<file path="config.mk">
export PLATFORM = sky130hd
export DESIGN_NAME = ps2_arrow_decoder
export DESIGN_NICKNAME = d
export VERILOG_FILES = /design/src/rtl/pacman_pkg.sv /design/src/rtl/ps2_frame_rx.sv /design/src/rtl/ps2_arrow_decoder.sv
export SDC_FILE = /design/constraint.sdc
export NUM_CORES = 1
export LEC_CHECK = 0
export ABC_AREA = 0
export CAP_MARGIN = 0
export CORE_MARGIN = 5
export CORE_UTILIZATION = 60
export CTS_CLUSTER_DIAMETER = 120
export DETAILED_ROUTE_END_ITERATION = 10
export DONT_BUFFER_PORTS = 1
export PLACE_DENSITY = 0.77
export SYNTH_ARGS = -nofsm -noshare
export SYNTH_HDL_FRONTEND = slang
export SYNTH_SLANG_ARGS = --single-unit
</file>
<file path="constraint.sdc">
create_clock -name CLOCK_50 -period 2.27 [get_ports CLOCK_50]
set_input_delay 0.227 -clock CLOCK_50 [delete_from_list [all_inputs] [get_ports CLOCK_50]]
set_output_delay 0.227 -clock CLOCK_50 [all_outputs]
set_load 0.1 [all_outputs]
</file>
<file path="src/rtl/pacman_pkg.sv">
// Shared PS/2 keyboard scan codes, direction indices and receiver state encoding.
// Pure declarations; no timing or flow-control behaviour of its own.
package pacman_pkg;

  localparam logic [7:0] SC_EXT      = 8'hE0;
  localparam logic [7:0] SC_BRK      = 8'hF0;

  localparam logic [7:0] SC_ARROW_UP = 8'h75;
  localparam logic [7:0] SC_ARROW_DN = 8'h72;
  localparam logic [7:0] SC_ARROW_LT = 8'h6B;
  localparam logic [7:0] SC_ARROW_RT = 8'h74;

  localparam logic [7:0] SC_KEY_W    = 8'h1D;
  localparam logic [7:0] SC_KEY_S    = 8'h1B;
  localparam logic [7:0] SC_KEY_A    = 8'h1C;
  localparam logic [7:0] SC_KEY_D    = 8'h23;

  // Index into held[3:0] = {up, down, left, right}
  typedef enum logic [1:0] {
    DIR_RIGHT = 2'd0,
    DIR_LEFT  = 2'd1,
    DIR_DOWN  = 2'd2,
    DIR_UP    = 2'd3
  } dir_e;

  typedef enum logic [1:0] {
    RX_IDLE,
    RX_DATA,
    RX_PARITY,
    RX_STOP
  } rx_state_e;

  typedef struct packed {
    logic hit;
    dir_e dir;
  } dir_hit_t;

  function automatic dir_hit_t dir_lookup(input logic [7:0] code, input logic ext);
    dir_hit_t r;
    r.hit = 1'b1;
    r.dir = DIR_UP;
    if (ext) begin
      case (code)
        SC_ARROW_UP: r.dir = DIR_UP;
        SC_ARROW_DN: r.dir = DIR_DOWN;
        SC_ARROW_LT: r.dir = DIR_LEFT;
        SC_ARROW_RT: r.dir = DIR_RIGHT;
        default:     r.hit = 1'b0;
      endcase
    end else begin
      case (code)
        SC_KEY_W: r.dir = DIR_UP;
        SC_KEY_S: r.dir = DIR_DOWN;
        SC_KEY_A: r.dir = DIR_LEFT;
        SC_KEY_D: r.dir = DIR_RIGHT;
        default:  r.hit = 1'b0;
      endcase
    end
    return r;
  endfunction

endpackage

</file>
<file path="src/rtl/ps2_frame_rx.sv">
// PS/2 frame receiver: synchronizers, falling-edge detect, 11-bit frame FSM, odd parity, inter-edge timeout.
// byte_valid/frame_err one cycle after the stop-bit edge (or timeout); no backpressure, bytes are fire-and-forget.
module ps2_frame_rx
  import pacman_pkg::*;
#(
  parameter int TIMEOUT_CYCLES = 50000
) (
  input  logic       CLOCK_50,
  input  logic       reset,
  input  logic       ps2_clk,
  input  logic       ps2_dat,
  output logic [7:0] byte_dat,
  output logic       byte_valid,
  output logic       frame_err
);

  localparam int                CNT_W    = $clog2(TIMEOUT_CYCLES + 1);
  localparam logic [CNT_W-1:0]  CNT_LAST = CNT_W'(TIMEOUT_CYCLES - 1);

  logic [1:0]       clk_sync_q, dat_sync_q;
  logic             clk_prev_q;
  logic             clk_s, dat_s, fall;

  rx_state_e        state_q, state_nxt;
  logic [7:0]       shreg_q, shreg_nxt;
  logic [2:0]       idx_q, idx_nxt;
  logic             par_ok_q, par_ok_nxt;
  logic [CNT_W-1:0] cnt_q, cnt_nxt;
  logic             vld_q, vld_nxt;
  logic             err_q, err_nxt;

  always_ff @(posedge CLOCK_50) begin
    if (reset) begin
      clk_sync_q <= 2'b11;
      dat_sync_q <= 2'b11;
      clk_prev_q <= 1'b1;
    end else begin
      clk_sync_q <= {clk_sync_q[0], ps2_clk};
      dat_sync_q <= {dat_sync_q[0], ps2_dat};
      clk_prev_q <= clk_sync_q[1];
    end
  end

  assign clk_s = clk_sync_q[1];
  assign dat_s = dat_sync_q[1];
  assign fall  = clk_prev_q & ~clk_s;

  always_comb begin
    state_nxt  = state_q;
    shreg_nxt  = shreg_q;
    idx_nxt    = idx_q;
    par_ok_nxt = par_ok_q;
    cnt_nxt    = '0;
    vld_nxt    = 1'b0;
    err_nxt    = 1'b0;

    case (state_q)
      RX_IDLE: begin
        if (fall && !dat_s) begin
          state_nxt = RX_DATA;
          idx_nxt   = 3'd0;
        end
      end
      RX_DATA: begin
        if (fall) begin
          shreg_nxt = {dat_s, shreg_q[7:1]};
          if (idx_q == 3'd7) begin
            state_nxt = RX_PARITY;
          end else begin
            idx_nxt = idx_q + 3'd1;
          end
        end
      end
      RX_PARITY: begin
        if (fall) begin
          par_ok_nxt = ^{shreg_q, dat_s};
          state_nxt  = RX_STOP;
        end
      end
      RX_STOP: begin
        if (fall) begin
          vld_nxt   = dat_s & par_ok_q;
          err_nxt   = ~(dat_s & par_ok_q);
          state_nxt = RX_IDLE;
          idx_nxt   = 3'd0;
        end
      end
      default: state_nxt = RX_IDLE;
    endcase

    // Inside a frame the counter runs between edges; reaching the limit abandons the frame.
    if (state_q != RX_IDLE && !fall) begin
      if (cnt_q == CNT_LAST) begin
        state_nxt = RX_IDLE;
        idx_nxt   = 3'd0;
        err_nxt   = 1'b1;
      end else begin
        cnt_nxt = cnt_q + CNT_W'(1);
      end
    end
  end

  always_ff @(posedge CLOCK_50) begin
    if (reset) begin
      state_q  <= RX_IDLE;
      shreg_q  <= '0;
      idx_q    <= '0;
      par_ok_q <= 1'b0;
      cnt_q    <= '0;
      vld_q    <= 1'b0;
      err_q    <= 1'b0;
    end else begin
      state_q  <= state_nxt;
      shreg_q  <= shreg_nxt;
      idx_q    <= idx_nxt;
      par_ok_q <= par_ok_nxt;
      cnt_q    <= cnt_nxt;
      vld_q    <= vld_nxt;
      err_q    <= err_nxt;
    end
  end

  assign byte_dat   = shreg_q;
  assign byte_valid = vld_q;
  assign frame_err  = err_q;

endmodule

</file>
<file path="src/rtl/ps2_arrow_decoder.sv">
// PS/2 arrow/WASD decoder: E0/F0 prefix tracking, direction pulses and held-key levels.
// Pulse/held update two cycles after the stop-bit edge; no backpressure, every byte is acted on immediately.
module ps2_arrow_decoder
  import pacman_pkg::*;
#(
  parameter int TIMEOUT_CYCLES = 50000
) (
  input  logic       CLOCK_50,
  input  logic       reset,
  input  logic       PS2_CLK,
  input  logic       PS2_DAT,
  output logic       up,
  output logic       down,
  output logic       left,
  output logic       right,
  output logic [3:0] held,
  output logic       frame_err
);

  logic [7:0] rx_byte;
  logic       rx_vld;
  logic       rx_err;

  logic       ext_q, brk_q;
  logic [3:0] pulse_q, held_q;
  dir_hit_t   lk;

  ps2_frame_rx #(
    .TIMEOUT_CYCLES(TIMEOUT_CYCLES)
  ) u_rx (
    .CLOCK_50  (CLOCK_50),
    .reset     (reset),
    .ps2_clk   (PS2_CLK),
    .ps2_dat   (PS2_DAT),
    .byte_dat  (rx_byte),
    .byte_valid(rx_vld),
    .frame_err (rx_err)
  );

  assign lk = dir_lookup(rx_byte, ext_q);

  always_ff @(posedge CLOCK_50) begin
    if (reset) begin
      ext_q   <= 1'b0;
      brk_q   <= 1'b0;
      pulse_q <= '0;
      held_q  <= '0;
    end else begin
      pulse_q <= '0;
      // A discarded frame may have been a prefix; drop it so it cannot bind to the next code.
      if (rx_err) begin
        ext_q <= 1'b0;
        brk_q <= 1'b0;
      end else if (rx_vld) begin
        if (rx_byte == SC_EXT) begin
          ext_q <= 1'b1;
        end else if (rx_byte == SC_BRK) begin
          brk_q <= 1'b1;
        end else begin
          if (lk.hit) begin
            if (brk_q) begin
              held_q[lk.dir] <= 1'b0;
            end else begin
              pulse_q[lk.dir] <= 1'b1;
              held_q[lk.dir]  <= 1'b1;
            end
          end
          ext_q <= 1'b0;
          brk_q <= 1'b0;
        end
      end
    end
  end

  assign up        = pulse_q[DIR_UP];
  assign down      = pulse_q[DIR_DOWN];
  assign left      = pulse_q[DIR_LEFT];
  assign right     = pulse_q[DIR_RIGHT];
  assign held      = held_q;
  assign frame_err = rx_err;

endmodule

</file>
==> qor.yml <==
status:
  outcome: "finished clean"
setup_path:
  max_stage_delay_ns: 0.48
  slowest_stage: "dfxtp_1"
  worstPathArrival_ns: 2.07
  cp_num_buf_inv: 0
  reg2reg_depth: 5
  rr_startpoint: "u_rx.byte_dat[7]"
  startpoint: "u_rx.byte_dat[7]"
  critical_path.max_fanout: 9
  worstSetupPathType: "register to register"
  path_cells: "or3b_1 > o41ai_2 > a211oi_1 > nand4_1 > mux2_1"
  end_kind: "register"
  startpoint_type: "register"
  cp.required_ns: 2.46
  cp_top_family: "simple AND/OR/NAND/NOR gates"
  rrSetupSlack_ns: 0.39
clock_tree:
  postCtsSetupRepairBufs: 0
  clockBufferDepth: 2
  cts_inserted_buffers: 5
  cts_hold_buf: 1
  insertion_delay_ns: 0.29
  htree_levels: 2
  cts-root-buf: "clkbuf_8"
  cts.sinks: 47
  post_cts_resized: 0
  cts_tree: "done"
  clk_pin_slew_worst_paths_ns: 0.08
logic_synthesis:
  synth-edff-count: 0
  syn_avg_cell_area_um2: 8.76
  ys.flop_type: "dfxtp_1"
  synth.top_cells.by_count: "dfxtp_1 (47), nand2_1 (31), nor2_1 (25)"
  ys_types: 58
  ys_ff_latch: 47
  yosysTopAreaCellShare: 0.416
  synth_top_cell_by_area: "dfxtp_1"
  async_flop_share: 0
  netlist_area_um2: 2260
  syn-num-nets: 264
  synthCells: 258
  synth.most_common_cell: "dfxtp_1"
  synth-warning-count: 0
  synth_seq_area_share: 0.416
  synth.area.top_cells: "dfxtp_1 (42%), nand2_1 (5.1%), a21oi_1 (5.1%)"
routing:
  routed_wl_mm: 4.17
  wl_met3_um: 164
  via_per_inst: 5.75
  drt-met1-wl_mm: 2.05
  route.detailed.drc: 0
  avgRoutedWirePerCell_um: 13.4
  num_vias: 1789
  drt_iter0_drc: 191
  drtPass1Iterations: 4
  postRouteAntennaNets: 0
  wl_met2_mm: 1.90
  topRoutingLayerUsed: "met4"
timing:
  rsz0062_at_grt: "no"
  tns_ns: 0
  fin_crit_ns: 1.88
  fin_crit_sh: 0.827
  hold_violations: 0
  setup_ws_ns: 0.393
  setup_viol: 0
  slew-limit-headroom: 0.632
  max_freq_mhz: 533
  worstMarginPinSlew_ns: 0.551
  slew_viol_final: 0
  fin_worst_skew_ns: 0.00528
floorplanning:
  die_y_um: 71.4
  die_area_um2: 5090
  initial_utilization: 0.617
  die_w_um: 71.4
  row_count: 22
  io_pins: 13
  core_um2: 3660
power_and_ir_drop:
  pwr_density_cell_nw_per_um2: 563
  p_leak_uw: 0.000814
  ir_worst_vdd_mv: 0.612
placed_design:
  preCtsSetupSlack_ns: 0.413
  numPortBuffers: 0
  gp_congestion: 0.866
  dp_hpwl_mm: 2.99
global_route:
  grt_overflow: 0
  grt_pass1_wl_mm: 7.52
  grt_max_degree: 17
  antenna_found_initial: 0
  grt_pass1_vias: 1692
  globalRouteTotalUtil: 0.178
cells_and_area:
  nets: 269
  syn2layout_area_growth_pct: 6.70
  regArea_um2: 941
  drive_gt1_frac: 0.125
  num-fill-cells: 312
  multiInputGateArea_um2: 1200
  n_antenna_cell: 0
worst_hold_path:
  worstHoldStart: "reset"
  min_path_cells: 1
  hold_end: "u_rx.clk_prev_q"
  hold_path.class: "input pin to register"
flow_run:
  max_cap_violations: 0
-- cells by family after synthesis --
family | count (synthesis) | synth area share
xor gates and xnor gates | 17 | 0.0720
AOI/OAI and AO/OA | 52 | 0.156
and+or+nand+nor | 116 | 0.282
buffers and inverters | 22 | 0.0537
muxes | 2 | 0.00941
adders and majority gates | 2 | 0.0111
DFF | 47 | 0.416
-- per-layer routing --
| metal | vias to the layer above | track usage |
|---|---|---|
| li1 | 922 | - |
| met2 | 34 | 0.277 |
| met4 | 0 | 0.0752 |
| met3 | 6 | 0.0407 |
| met1 | 827 | 0.237 |
| met5 | - | 0 |
-- layout make-up --
type / count / area share
clock buffers: 6 / 0.0343
flip-flops and latches: 47 / 0.390
inverters: 8 / 0.0125
well taps: 48 / 0.0249
multi-input cells: 189 / 0.497
repair buffers: 12 / 0.0394
clock inverters: 1 / 0.00208
-- layout by cell type, fill, tap and decap left out, drive strengths merged, types with 4 or more instances in the layout --
cell and instances:
nor2b 4, o21ai 6, a21oi 24, nand4 4, nand2 31, a41oi 4
nor3 4, nand3 4, xor2 8, or2 6, inv 8, or3 9
dfxtp 47, nor2 28, clkbuf 6, xnor2 8, nor4 4, buf 10
-- state kept, by name (all words and copies together) (netlist names), named ones only --
register,cells
brk_q,1
u_rx.clk_prev_q,1
u_rx.frame_err,1
u_rx.dat_sync_q,2
u_rx.par_ok_q,1
u_rx.state_q,2
ext_q,1
u_rx.clk_sync_q,2
u_rx.cnt_q,16
pulse_q,4
u_rx.idx_q,3
u_rx.byte_dat,8
u_rx.byte_valid,1
-- worst max path at each step --
stage                         end  cells after the start  slack, ns
floorplan              pulse_q[3]                      3       0.42
global placement    u_rx.idx_q[2]                      5       0.44
detailed placement       register                      5       0.41
CTS                      register                      5       0.39
global route           pulse_q[0]                      5       0.20
finish                   register                      5       0.39
-- worst reg2reg max path, stage by stage (launching register included) --
cell and delay [ns]:
dfxtp_1 0.48, or3b_1 0.39, o41ai_2 0.38, a211oi_1 0.09
nand4_1 0.12, mux2_1 0.32
-- per-stage QoR --
| stage | instances | hold WS [ns] | utilization | power [uW] | area (um^2) |
|---|---|---|---|---|---|
| after detailed placement | 302 | 0.302 | 0.629 | 870 | 2300 |
| after global placement | 302 | 0.300 | 0.629 | 870 | 2300 |
| after global routing | 311 | 0.0208 | 0.659 | 1410 | 2410 |
| after CTS | 310 | 0.000366 | 0.656 | 1360 | 2400 |
| final | 311 | 0.0315 | 0.659 | 1360 | 2410 |
| after floorplan | 258 | 0.331 | - | 871 | 2260 |
-- power by group --
| group | leakage (uW) | switching [uW] | internal [uW] |
|---|---|---|---|
| combinational | 0.000387 | 13.0 | 13.0 |
| sequential | 0.000379 | 2.84 | 828 |
| clock | 0.0000470 | 261 | 239 |
| total | 0.000814 | 277 | 1080 |
Power figures use the tool's default switching activity.
